$ cat src/rtl/vr16_control_unit.sv
// vr16_control_unit: multi-cycle fetch/decode/execute sequencer for the VR16 core.
// Owns the PC, instruction register and register file, executes LOAD/STORE/JUMP/HALT
// itself and issues everything else to the external ALU, writing the result back.
// Optional build macro: VR16_DIV0_TRAP_EN -- DIV/DIVI by zero is trapped in DECODE
// (fault=1, HALT, no ALU issue, no writeback). Without it fault is tied low.
module vr16_control_unit #(
  parameter int NUM_REGS = 16,
  parameter int DATA_W   = 16,
  parameter int PC_W     = 8
) (
  input  logic              clk,
  input  logic              reset,
  input  logic              run,
  output logic              imem_req,
  output logic [PC_W-1:0]   imem_addr,
  input  logic              imem_valid,
  input  logic [15:0]       imem_data,
  output logic              dmem_req,
  output logic              dmem_we,
  output logic [PC_W-1:0]   dmem_addr,
  output logic [DATA_W-1:0] dmem_wdata,
  input  logic              dmem_valid,
  input  logic [DATA_W-1:0] dmem_rdata,
  output logic              alu_enable,
  output logic [3:0]        alu_opcode,
  output logic [3:0]        alu_imm,
  output logic [3:0]        alu_op_one,
  output logic [3:0]        alu_op_two,
  input  logic [15:0]       alu_result,
  output logic [PC_W-1:0]   pc_out,
  output logic              halted,
  output logic              fault
);

  typedef enum logic [2:0] {
    ST_IDLE   = 3'd0,
    ST_FETCH  = 3'd1,
    ST_DECODE = 3'd2,
    ST_EXEC   = 3'd3,
    ST_WB     = 3'd4,
    ST_MEM    = 3'd5,
    ST_HALT   = 3'd6
  } state_t;

  localparam logic [3:0] OP_DIV   = 4'h6;
  localparam logic [3:0] OP_DIVI  = 4'h7;
  localparam logic [3:0] OP_LOAD  = 4'h8;
  localparam logic [3:0] OP_JUMP  = 4'h9;
  localparam logic [3:0] OP_STORE = 4'hA;
  localparam logic [3:0] OP_HALT  = 4'hF;

  state_t              state_r;
  logic [PC_W-1:0]     pc_r;
  logic [15:0]         ir_r;
  logic [DATA_W-1:0]   regs_r [NUM_REGS];

  logic [3:0]          opcode_s;
  logic [3:0]          rd_s;
  logic [3:0]          rs1_s;
  logic [3:0]          rs2_s;
  logic [DATA_W-1:0]   rs1_val_s;
  logic [DATA_W-1:0]   rs2_val_s;
  logic [DATA_W-1:0]   rd_val_s;
  logic                is_store_s;

  // Instruction field extraction and register reads (all from registered state)
  assign opcode_s   = ir_r[15:12];
  assign rd_s       = ir_r[11:8];
  assign rs1_s      = ir_r[7:4];
  assign rs2_s      = ir_r[3:0];
  assign rs1_val_s  = regs_r[rs1_s];
  assign rs2_val_s  = regs_r[rs2_s];
  assign rd_val_s   = regs_r[rd_s];
  assign is_store_s = (opcode_s == OP_STORE);

`ifdef VR16_DIV0_TRAP_EN
  logic fault_r;
  logic div0_s;

  // Detect a zero divisor on the instruction currently held in IR
  always_comb begin
    div0_s = 1'b0;
    if (opcode_s == OP_DIV) begin
      div0_s = (rs2_val_s[3:0] == 4'h0);
    end else if (opcode_s == OP_DIVI) begin
      div0_s = (ir_r[3:0] == 4'h0);
    end else begin
      div0_s = 1'b0;
    end
  end

  assign fault = fault_r;
`else
  assign fault = 1'b0;
`endif

  // Sequencer: state, PC, IR and register file updates
  always_ff @(posedge clk or posedge reset) begin
    if (reset) begin
      state_r <= ST_IDLE;
      pc_r    <= '0;
      ir_r    <= 16'h0000;
`ifdef VR16_DIV0_TRAP_EN
      fault_r <= 1'b0;
`endif
      for (int i = 0; i < NUM_REGS; i++) begin
        regs_r[i] <= '0;
      end
    end else begin
      case (state_r)
        ST_IDLE: begin
          if (run) begin
            state_r <= ST_FETCH;
          end
        end
        ST_FETCH: begin
          if (imem_valid) begin
            ir_r    <= imem_data;
            pc_r    <= pc_r + PC_W'(1);
            state_r <= ST_DECODE;
          end
        end
        ST_DECODE: begin
`ifdef VR16_DIV0_TRAP_EN
          if (div0_s) begin
            fault_r <= 1'b1;
            state_r <= ST_HALT;
          end else begin
`endif
            case (opcode_s)
              OP_LOAD, OP_STORE: state_r <= ST_MEM;
              OP_JUMP: begin
                pc_r    <= PC_W'(ir_r[7:0]);
                state_r <= ST_FETCH;
              end
              OP_HALT: state_r <= ST_HALT;
              default: state_r <= ST_EXEC;
            endcase
`ifdef VR16_DIV0_TRAP_EN
          end
`endif
        end
        ST_EXEC: begin
          state_r <= ST_WB;
        end
        ST_WB: begin
          regs_r[rd_s] <= DATA_W'(alu_result);
          state_r      <= run ? ST_FETCH : ST_IDLE;
        end
        ST_MEM: begin
          if (dmem_valid) begin
            if (!is_store_s) begin
              regs_r[rd_s] <= dmem_rdata;
            end
            state_r <= run ? ST_FETCH : ST_IDLE;
          end
        end
        ST_HALT: begin
          state_r <= ST_HALT;
        end
        default: begin
          state_r <= ST_IDLE;
        end
      endcase
    end
  end

  // Interface outputs decoded from registered state so they drop with reset
  assign imem_req   = (state_r == ST_FETCH);
  assign imem_addr  = pc_r;
  assign dmem_req   = (state_r == ST_MEM);
  assign dmem_we    = (state_r == ST_MEM) && is_store_s;
  assign dmem_addr  = PC_W'(ir_r[7:0]);
  assign dmem_wdata = rd_val_s;
  assign alu_enable = (state_r == ST_EXEC);
  assign alu_opcode = opcode_s;
  assign alu_imm    = ir_r[3:0];
  assign alu_op_one = rs1_val_s[3:0];
  assign alu_op_two = rs2_val_s[3:0];
  assign pc_out     = pc_r;
  assign halted     = (state_r == ST_HALT);

endmodule

$ cat config.mk
export PLATFORM = sky130hd
export DESIGN_NAME = vr16_control_unit
export DESIGN_NICKNAME = d
export VERILOG_FILES = /design/src/rtl/vr16_control_unit.sv
export SDC_FILE = /design/constraint.sdc
export NUM_CORES = 1
export LEC_CHECK = 0
export CELL_PAD_IN_SITES_DETAIL_PLACEMENT = 0
export CELL_PAD_IN_SITES_GLOBAL_PLACEMENT = 2
export CORE_ASPECT_RATIO = 0.7
export CORE_MARGIN = 5
export CORE_UTILIZATION = 45
export CTS_CLUSTER_SIZE = 40
export DETAILED_ROUTE_END_ITERATION = 8
export DONT_BUFFER_PORTS = 1
export GPL_TIMING_DRIVEN = 1
export PLACE_DENSITY_LB_ADDON = 0.1
export SYNTH_ARGS = -nofsm -noshare
export SYNTH_HDL_FRONTEND = slang
export SYNTH_SLANG_ARGS = --single-unit
$ cat constraint.sdc
create_clock -name clk -period 16.8 [get_ports clk]
set_input_delay 3.36 -clock clk [delete_from_list [all_inputs] [get_ports clk]]
set_output_delay 3.36 -clock clk [all_outputs]
set_load 0.01 [all_outputs]
; After elaboration in Yosys (flattened, before gate mapping)
; Cells that the tools add are included.
[word_totals]
reg_bits = 283
input_bits = 53
output_inout_bits = 62
wordCells = 77
[op_classes]
n_addsub = 1
order_cmp = 4
n_eq_ne = 15
muxes = 25
bitwise_logic = 3
n_reduce_logical = 10
[op_table]
columns = op, n
row1 = $bwmux 256, 2
row2 = $mux 256, 2
row3 = $pmux 256 s2, 1
row4 = $bmux 16 s4, 3
row5 = $demux 16 s4, 1
row6 = $mux 16, 3
row7 = $pmux 3 s7, 1
row8 = $eq 4x4->1 const B, 4
row9 = $mux 4, 4
row10 = $mux 8, 2
row11 = $pmux 8 s2, 1
row12 = $ge 5x5->1 const B, 3
row13 = $not 4->5, 3
row14 = $eq 3x3->1 const B, 3
row15 = $mux 3, 3
row16 = $pmux 3 s3, 1
row17 = $reduce_and 3->1, 3
row18 = $add 8x1->8 const B, 1
row19 = $eq 3x2->1 const B, 2
row20 = $ne 2x2->1 const B, 3
row21 = $lt 5x1->1 const B, 1
row22 = $ne 2x1->1 const B, 2
row23 = $reduce_bool 2->1, 2
row24 = $eq 3x1->1 const B, 1
row25 = 5 further kinds, 6

; Depth between registers and ports, before layout
; Gate-level depths: netlist (run 1).
[depth]
depth_word = 9
depth_mapped = 7

; Worst setup path after synthesis (run 1)
; Ideal clock, no wire load.
[synth_timing]
path_type = register to output
startpoint = register ir_r[8]
endpoint = output dmem_wdata[14]
t_arrival_ns = 1.850
path_slack_ns = 11.590
stages_incl_launch_ff = 7
path_cell_list = dfrtp_1 -> buf_2 -> buf_2 -> buf_2 -> mux4_2 -> a22oi_1 -> nand2_1
[synth_between]
elab_chain_len = 4
[synth_rtl]
columns = element, line
row1 = "start, declared", 54  ; logic [15:0] ir_r;
row2 = "start signal, assigned", 118  ; ir_r <= imem_data;
row3 = $not 4->5 (not written as such), 73  ; assign rd_val_s = regs_r[rd_s];
row4 = $bmux 16 s4, 73
row5 = $mux 16 (not written as such) (2 in a row), 73
row6 = "end, declared", 21  ; output logic [DATA_W-1:0] dmem_wdata,
; Every way passes these cells. The select of a mux whose other input is x is not followed.

; Worst setup path in the final report (run 1)
[layout_timing]
startpoint = register ir_r[8]
endpoint = output dmem_wdata[6]
; The elaborated chain is that of the path after synthesis.

==> run metrics, run 1 <==
Max Fclk=151 MHz; Synth cell types=51; Nets=962; status=completed; predominant post-synthesis flop cell=dfrtp_1; Root Buffer=clkbuf_16; Reg area=7090 um^2; post-synthesis instance area=14700 um^2; multi-input combinational cell area=6900 um^2; syn nets=1025; HPWL after detailed placement=23700 um; PD cells=183 nW/um^2; Initial Util=45.5%; Placed Area=14600 um^2; maximum fanout along the worst path=44; Post-Route Setup TNS=0 ns; Comb power frac=34.5%; Congestion Overflow GR=0; final wirelength=38400 um; Ports=115; first-pass GRT wire length=58400 um; Final Hold Violating Endpoints=0; hold crit path type=register to register; total track usage=21.2%; # DRC=0; crit path kind=register to output pin; Critical Path End Type=output pin; Power Total=2.88 mW; initial antenna violation count=0; Met1 Wirelength=17900 um; Worst EP required=13.44 ns; top layer in use=met4; share of layout cells above drive strength 1=47.8%; Vias=8444; design area=15700 um^2; Clock Pin Slew Worst Setup and Hold Paths=0.06 ns; clock latency on the worst-skew pair=0.57 ns; Worst EP arrival=3.28 ns; worst setup margin=10.16 ns; total of max-cap violations=0; Setup violations, final=0; vias in the first global route=8862; Flop pwr share=40.7%; met3 WL=2690 um; Inserted Clock Buffers=30; # resized after CTS=0; maximum VDD drop=0.000197 V; PortBufs=0; part of the cycle the worst path needs=39.5%; Post-Synthesis Cells=971; core area=32300 um^2; asr flop ratio synth=100%; NetSw=0.994 mW; Sw Ratio=34.5%; Final GP Congestion=0.786; CTS tree=done; Synth Area per Inst=15.1 um^2; Leak Pwr=7.20 nW; Seq/Total Area, Yosys=48.3%; Cell Int Power=1.89 mW; clock sink count=283; Die Width=226 um; fillcell total=2710; Pre-antenna DRT Iters=6; Ant. Diodes=0; ANT nets after route=0; Rows=55; Post-CTS Setup Inserts=0; Post-synth EDFFs=0; slew margin rel.=23.7%; Via density=6.22; Worst-Margin Slew=1.14 ns; met2 routed WL=17000 um; FF+latch count, synth=283; CTS Hold Bufs=0; RSZ-0062 raised after global routing=false; Worst Skew=0.0163 ns; initial DRC count=666; largest net degree at the start of global routing=146; Die ar.=36400 um^2; pre-CTS setup slack=10.65 ns; synth-to-layout area growth=7.11%; clock network power share=24.8%; Final min period=6.64 ns; Die Ht=161 um; DR WL/cell=28.3 um; Startpoint Class=register; CTS Buffer Depth=3; Synth Warn #=0; Slew Limit Fails=0; H-tree lvl count=1
-- power by group through the flow --
stage | clock network (mW) | logic, mW | registers [mW]
6_report | 0.713 | 0.993 | 1.17
5_1_grt | 0.762 | 1.07 | 1.21
4_1_cts | 0.731 | 1.01 | 1.17
3_5_place_dp | 0 | 1.00 | 1.18
3_3_place_gp | 0 | 0.973 | 1.16
2_1_floorplan | 0 | 0.908 | 1.04
-- metal layers --
layer	track usage [%]	vias up
met3	5.52	60
met2	31.4	267
met5	0	-
met4	4.32	0
met1	31.8	4573
li1	-	3544
-- worst paths after layout --
path                       startpoint       endpoint  slack [ns]  depth (start not counted)
setup reg to reg             ir_r[11]     regs_r[83]       13.92                          5
hold reg to reg            regs_r[87]     regs_r[87]        0.49                          1
max in group asynchronous       reset    regs_r[174]       12.47                          2
hold / removal             regs_r[87]     regs_r[87]        0.49                          1
setup / recovery              ir_r[8]  dmem_wdata[6]       10.16                          4
min in group asynchronous       reset    regs_r[218]        2.79                          1
-- Yosys cell counts (2+ instances only) --
master     instances  share of area, %
mux2_4            33               3.4
nand3_1           22              0.75
nor2_1            11              0.28
a31oi_1            2             0.085
nand2b_1           3              0.13
and2_1             5              0.21
buf_4             33               1.7
buf_1              3             0.077
o22ai_1            2             0.085
nor4_1             2             0.085
a22oi_1           41               2.1
buf_6             12              0.92
and3_1             3              0.13
mux4_2            96                15
mux2_1            31               2.4
a2bb2oi_1          4              0.24
or3b_2             2              0.12
nand2_1           34              0.87
inv_1              6              0.15
buf_2             34               1.2
nor3b_4            2              0.26
nor2b_1            7              0.30
mux2_2           223                17
a21oi_1            6              0.20
clkbuf_1          24              0.61
dfrtp_1          283                48
o21ai_0            8              0.27
nand3_4           16               1.9
-- layout by cell type (no fill, tap or decap), types with 5 or more instances in the layout --
master / instances
clkbuf_16: 30
clkinv_2: 5
a21oi_1: 6
a22oi_1: 41
clkbuf_8: 8
nand3_1: 22
inv_1: 5
nand2_1: 34
bufinv_16: 5
dfrtp_1: 281
mux2_2: 223
nor2_1: 11
nor2b_1: 5
and2_1: 5
clkbuf_1: 5
buf_4: 12
mux2_1: 31
mux2_4: 33
mux4_2: 96
o21ai_0: 8
nand3_4: 16
-- layout make-up --
cell class / count / share of cell area, %
Clock buffer: 43 / 5.60
Inverter: 6 / 0.191
Sequential cell: 283 / 45.1
Multi-Input combinational cell: 575 / 43.9
Tap cell: 427 / 3.40
Clock inverter: 11 / 1.22
Timing Repair Buffer: 12 / 0.573
-- registers in the layout, summed over array words and instances (netlist names) --
signal,cells
ir_r,16
state_r,3
regs_r,256
imem_addr,8
-- worst max-delay path, cell delays in order (launching register included) --
cell and delay (ns):
dfrtp_4 0.77, buf_4 0.83, mux4_2 0.61, a22oi_1 0.29
nand2_1 0.19
-- cell families (layout without fill, tap and decap cells) --
group / after synthesis / count (layout) / share of synthesized area, %
flops: 283 / 283 / 48.3
other cells: 1 / 1 / 0.0256
fa+ha+maj: 1 / 1 / 0.0853
mux: 383 / 383 / 37.6
buf+inv: 113 / 72 / 4.72
compound gates: 73 / 73 / 3.56
simple gates: 117 / 117 / 5.74
-- per-stage QoR --
stage / instances / util [%] / hold slack [ns]
after floorplan: 971 / - / 0.459
after global placement: 1303 / 45.4 / 0.469
after detailed placement: 1303 / 45.4 / 0.480
after CTS: 1357 / 48.7 / 0.492
after global routing: 1357 / 48.7 / 0.499
final: 1357 / 48.7 / 0.490
Note: power is estimated with default switching activity, not from simulation.
==> run 2, diff against run 1 <==
- CORE_UTILIZATION: 45 -> 42
- clock period: 16.8 -> 6.1 ns (I/O delays scaled with it)
==> run 2 against run 1 <==
Non-clock buffer count unchanged; largest cell class unchanged; clock power increased to 2.6 times the previous value; worst setup slack got worse by 8.3 ns.
==> run metrics, run 2 (synthesized netlist as in run 1, its figures left out) <==
status=completed; Final min period=4.24 ns; PD cells=498 nW/um^2 (+170%); Final GP Congestion=0.786 (about the same); part of the cycle the worst path needs=69.5%; Inserted Clock Buffers=30 (unchanged); clock sink count=283 (unchanged); core area=34600 um^2 (+7.2%); Placed Area=14700 um^2 (+0.51%); Leak Pwr=7.17 nW (-0.45%); DR WL/cell=28.8 um (+1.7%); R2R depth=4 (-1); initial DRC count=738 (+11%); Die Width=233 um (+3.4%); WHS Path Cells=1 (unchanged); hold endpoint=regs_r[232]; RSZ-0062 raised after global routing=false; Worst Skew=0.0121 ns (-0.00421 ns); Via density=6.03 (-3.1%); crit path kind=register to output pin; Die ar.=38800 um^2 (+6.8%); maximum VDD drop=0.000282 V (+43%); Worst EP required=4.88 ns (-8.56 ns); worst hold start=regs_r[232]; reg2reg setup slack=2.78 ns (-11.14 ns); Setup violations, final=0 (unchanged); slew margin rel.=28.2% (+4.4 points); Initial Util=42.4% (-3.0 points); CP startpoint=ir_r[9]; CTS Buffer Depth=3 (unchanged); Nets=962 (unchanged); design area=15700 um^2 (unchanged); Rows=57 (+3.6%); CTS tree=done; Worst-Margin Slew=1.08 ns (-0.0662 ns); Vias=8467 (+0.27%); Critical Path End Type=output pin; largest net degree at the start of global routing=169 (+16%); Max Fclk=236 MHz; Startpoint Class=register; FF-to-FF Start=ir_r[9]; Congestion Overflow GR=0 (unchanged); total of max-cap violations=0 (unchanged); synth-to-layout area growth=7.11% (unchanged); H-tree lvl count=1 (unchanged); # DRC=0 (unchanged); maximum fanout along the worst path=45 (+2.3%); Final Hold Violating Endpoints=0 (unchanged); Slew Limit Fails=0 (unchanged); max reg flops=256 (unchanged); Clock Pin Slew Worst Setup and Hold Paths=0.06 ns (about the same); Reg with most FFs=regs_r; HPWL after detailed placement=24500 um (+3.4%); Worst EP arrival=3.02 ns (-0.26 ns); most frequent cells in the layout=281 x dfrtp_1, 223 x mux2_2, 96 x mux4_2, 41 x a22oi_1, 34 x nand2_1; Worst R2R End=regs_r[152]; CTS Hold Bufs=0 (unchanged); # resized after CTS=0 (unchanged); Pre-antenna DRT Iters=5 (-1); Post-Route Setup TNS=0 ns (unchanged); vias in the first global route=9159 (+3.4%); initial antenna violation count=2 (+2); ANT nets after route=0 (unchanged); fillcell total=3033 (+12%); total track usage=20.8% (-0.37 points); hold crit path type=register to register; share of layout cells above drive strength 1=47.7% (-0.16 points); commonest non-fill, non-tap cell in the layout=dfrtp_1; Root Buffer=clkbuf_16; final wirelength=40400 um (+5.3%); Post-CTS Setup Inserts=0 (unchanged); Die Ht=166 um (+3.3%); clock latency on the worst-skew pair=0.57 ns (about the same); Ports=115 (unchanged); PortBufs=0 (unchanged); first-pass GRT wire length=60800 um (+4.0%)
-- run 2: how the worst max path moves through the flow --
stage          slack [ns]       endpoint
3_3_place_gp         2.48  dmem_wdata[8]
6_report             1.86  dmem_wdata[1]
5_1_grt              1.75  dmem_wdata[2]
2_1_floorplan        1.13   imem_addr[0]
4_1_cts              1.86  dmem_wdata[1]
3_5_place_dp         2.46  dmem_wdata[1]
-- run 2: worst max-delay path: stages, from the launching register on --
cell	delay, ns
dfrtp_2	0.82
buf_4	0.73
mux4_2	0.41
a22oi_1	0.26
nand2_1	0.18
-- run 2: layout make-up --
class,count,area [um^2],area share [%]
timing repair buffer,12,103,0.653
inverter,6,26.3,0.167
clock buffer,44,873,5.56
sequential,283,7090,45.1
antenna,1,2.50,0.0159
tap,472,591,3.76
clock inverter,11,120,0.764
multi-input combinational,575,6910,44.0
-- run 2: where the power goes --
part	leakage (nW)	internal, mW	switching (mW)
Sequential	3.78	2.54	0.694
Clock	0.495	1.07	0.769
Combinational	2.89	1.44	1.31
Total	7.17	5.06	2.77
-- run 2: through the flow --
step | instances | setup WS, ns | util (%) | power [mW] | hold slack [ns]
floorplan | 971 | 1.13 | - | 5.38 | 0.459
global placement | 1348 | 2.48 | 42.6 | 5.94 | 0.468
detailed placement | 1348 | 2.46 | 42.6 | 6.06 | 0.480
CTS | 1403 | 1.86 | 45.4 | 7.92 | 0.493
global route | 1403 | 1.75 | 45.4 | 8.27 | 0.505
finish | 1404 | 1.86 | 45.4 | 7.83 | 0.490
-- run 2: routing by layer --
layer  wire length, um  track usage (%)
met3              2790             5.25
met4               785             3.88
met1             18600             30.7
met5                26                0
met2             18300             31.6
==> run 3, diff against run 2 <==
- CORE_UTILIZATION: 42 -> 45
- clock period: 6.1 -> 4.1 ns (I/O delays scaled with it)
==> run 3 against run 2 <==
Critical path depth is the same; critical path type unchanged; via count about the same; combinational power is 44% higher; clock power is 52% higher; largest cell class unchanged; sequential cell count unchanged; global-route usage is 0.43 points higher; utilization is 3.4 points higher; cell count down 2.9%.
==> run metrics, run 3 (synthesized netlist as in run 1, its figures left out) <==
Cells after DPL=1306 (-3.1%); hold crit path type=input port to asynchronous set/reset pin; Inserted Clock Buffers=30 (unchanged); Worst EP arrival=2.94 ns (-0.08 ns); commonest non-fill, non-tap cell in the layout=dfrtp_1; H-tree lvl count=1 (unchanged); RSZ-0062 raised after global routing=false; ANT nets after route=0 (unchanged); core area=32300 um^2 (-6.7%); slowest stage cell, crit path=dfrtp_4; initial antenna violation count=1 (-1); CTS Buffer Depth=3 (unchanged); Max Fclk=266 MHz; CTS tree=done; Slew Limit Fails=0 (unchanged); slew margin rel.=28.6% (+0.49 points); total of max-cap violations=0 (unchanged); vias in the first global route=8961 (-2.2%); Pre-antenna DRT Iters=5 (unchanged); Ports=115 (unchanged); most frequent cells in the layout=281 x dfrtp_1, 223 x mux2_2, 96 x mux4_2, 41 x a22oi_1, 34 x nand2_1; Leak Pwr=7.21 nW (+0.50%); Post-CTS Setup Inserts=0 (unchanged); final wirelength=38600 um (-4.6%); Congestion Overflow GR=0 (unchanged); slowest stage delay, CP=1.10 ns (+0.28 ns); Initial Util=45.5% (+3.0 points); Worst Skew=0.0131 ns (+0.00101 ns); Reg with most FFs=regs_r; CP top delay family=flip-flops; CTS Hold Bufs=0 (unchanged); synth-to-layout area growth=7.44%; Worst EP required=3.28 ns (-1.60 ns); Die Width=226 um (-3.2%); final cell count without fillers=1363 (-2.9%); Rows=55 (-3.5%); Setup violations, final=0 (unchanged); fillcell total=2695 (-11%); Critical Path End Type=output pin; total track usage=21.2% (+0.43 points); status=completed; Vias=8462 (-0.059%); # DRC=0 (unchanged); DR WL/cell=28.3 um (-1.7%); Post-Route Setup TNS=0 ns (unchanged); Via density=6.21 (+2.9%); clock sink count=283 (unchanged); Final GP Congestion=0.797 (+1.4%); Worst-Margin Slew=1.07 ns (-0.00733 ns); share of layout cells above drive strength 1=47.9% (+0.22 points); largest net degree at the start of global routing=90 (-47%); initial DRC count=685 (-7.2%); part of the cycle the worst path needs=91.6%; # resized after CTS=0 (unchanged); max reg flops=256 (unchanged); first-pass GRT wire length=58300 um (-4.1%); sequence of cells on the critical path=buf_12 -> mux4_2 -> a22oi_1 -> nand2_1; clock latency on the worst-skew pair=0.56 ns (about the same); Die ar.=36400 um^2 (-6.3%); PD cells=742 nW/um^2 (+49%); PortBufs=0 (unchanged); CP Buf/Inv Count=1 (unchanged); Clock Pin Slew Worst Setup and Hold Paths=0.07 ns (about the same); maximum VDD drop=0.000351 V (+25%); Die Ht=161 um (-3.2%); post-layout util=48.8% (+3.4 points); Root Buffer=clkbuf_16; hold_ws=0.287 ns (-0.204 ns); Final min period=3.76 ns; crit path kind=register to output pin; Nets=965 (+0.31%); Final Hold Violating Endpoints=0 (unchanged); HPWL after detailed placement=24200 um (-1.3%); Startpoint Class=register; maximum fanout along the worst path=49 (+8.9%)
==> run 3: cell count changes in the layout (fill, tap and decap cells not counted), moves of 2 or more <==
cell,change
clkbuf_8,+2
buf_4,-2
clkinv_2,-3
buf_12,+5
clkinvlp_4,+2
diode_2,+2
==> run 3: routing by layer <==
| layer | track usage [%] | up-vias | part of all wire (%) |
|---|---|---|---|
| met1 | 32.1 | 4610 | 46 |
| met5 | 0 | - | 0.034 |
| met3 | 4.32 | 56 | 6.6 |
| met4 | 3.93 | 2 | 1.8 |
| li1 | - | 3539 | - |
| met2 | 32.3 | 255 | 45 |
==> run 3: cell type report <==
type	instances	area, um^2	share of cell area (%)
Timing Repair Buffer	15	188	1.19
Clock inverter	8	95.1	0.603
Sequential cell	283	7090	45.0
Multi-Input combinational cell	575	6900	43.8
Inverter	6	26.3	0.167
Antenna cell	3	7.51	0.0476
Clock buffer	46	922	5.85
Tap cell	427	534	3.39
==> run 3: final timing paths <==
kind / start / to / slack (ns) / cells after the start
max reg2reg: ir_r[8] / regs_r[230] / 1.07 / 4
max in group asynchronous: reset / regs_r[192] / 2.84 / 2
min reg2reg: regs_r[249] / regs_r[249] / 0.49 / 1
max: ir_r[8] / dmem_wdata[2] / 0.34 / 4
min in group clk: imem_data[13] / ir_r[13] / 0.39 / 2
min: reset / regs_r[154] / 0.29 / 1
==> run 3: report_power, final <==
group / internal [mW] / switching [mW]
Sequential: 3.77 / 1.18
Clock: 1.66 / 1.13
Combinational: 2.20 / 1.75
==> run 3: per-stage QoR <==
step                      area [um^2]  total power [mW]  setup WS, ns
final                           15800              11.7         0.345
after global routing            15800              12.3        0.0954
after CTS                       15800              11.8         0.195
after detailed placement        14700              9.00         0.825
after global placement          14700              8.83         0.809
after floorplan                 14700              8.00        -0.469
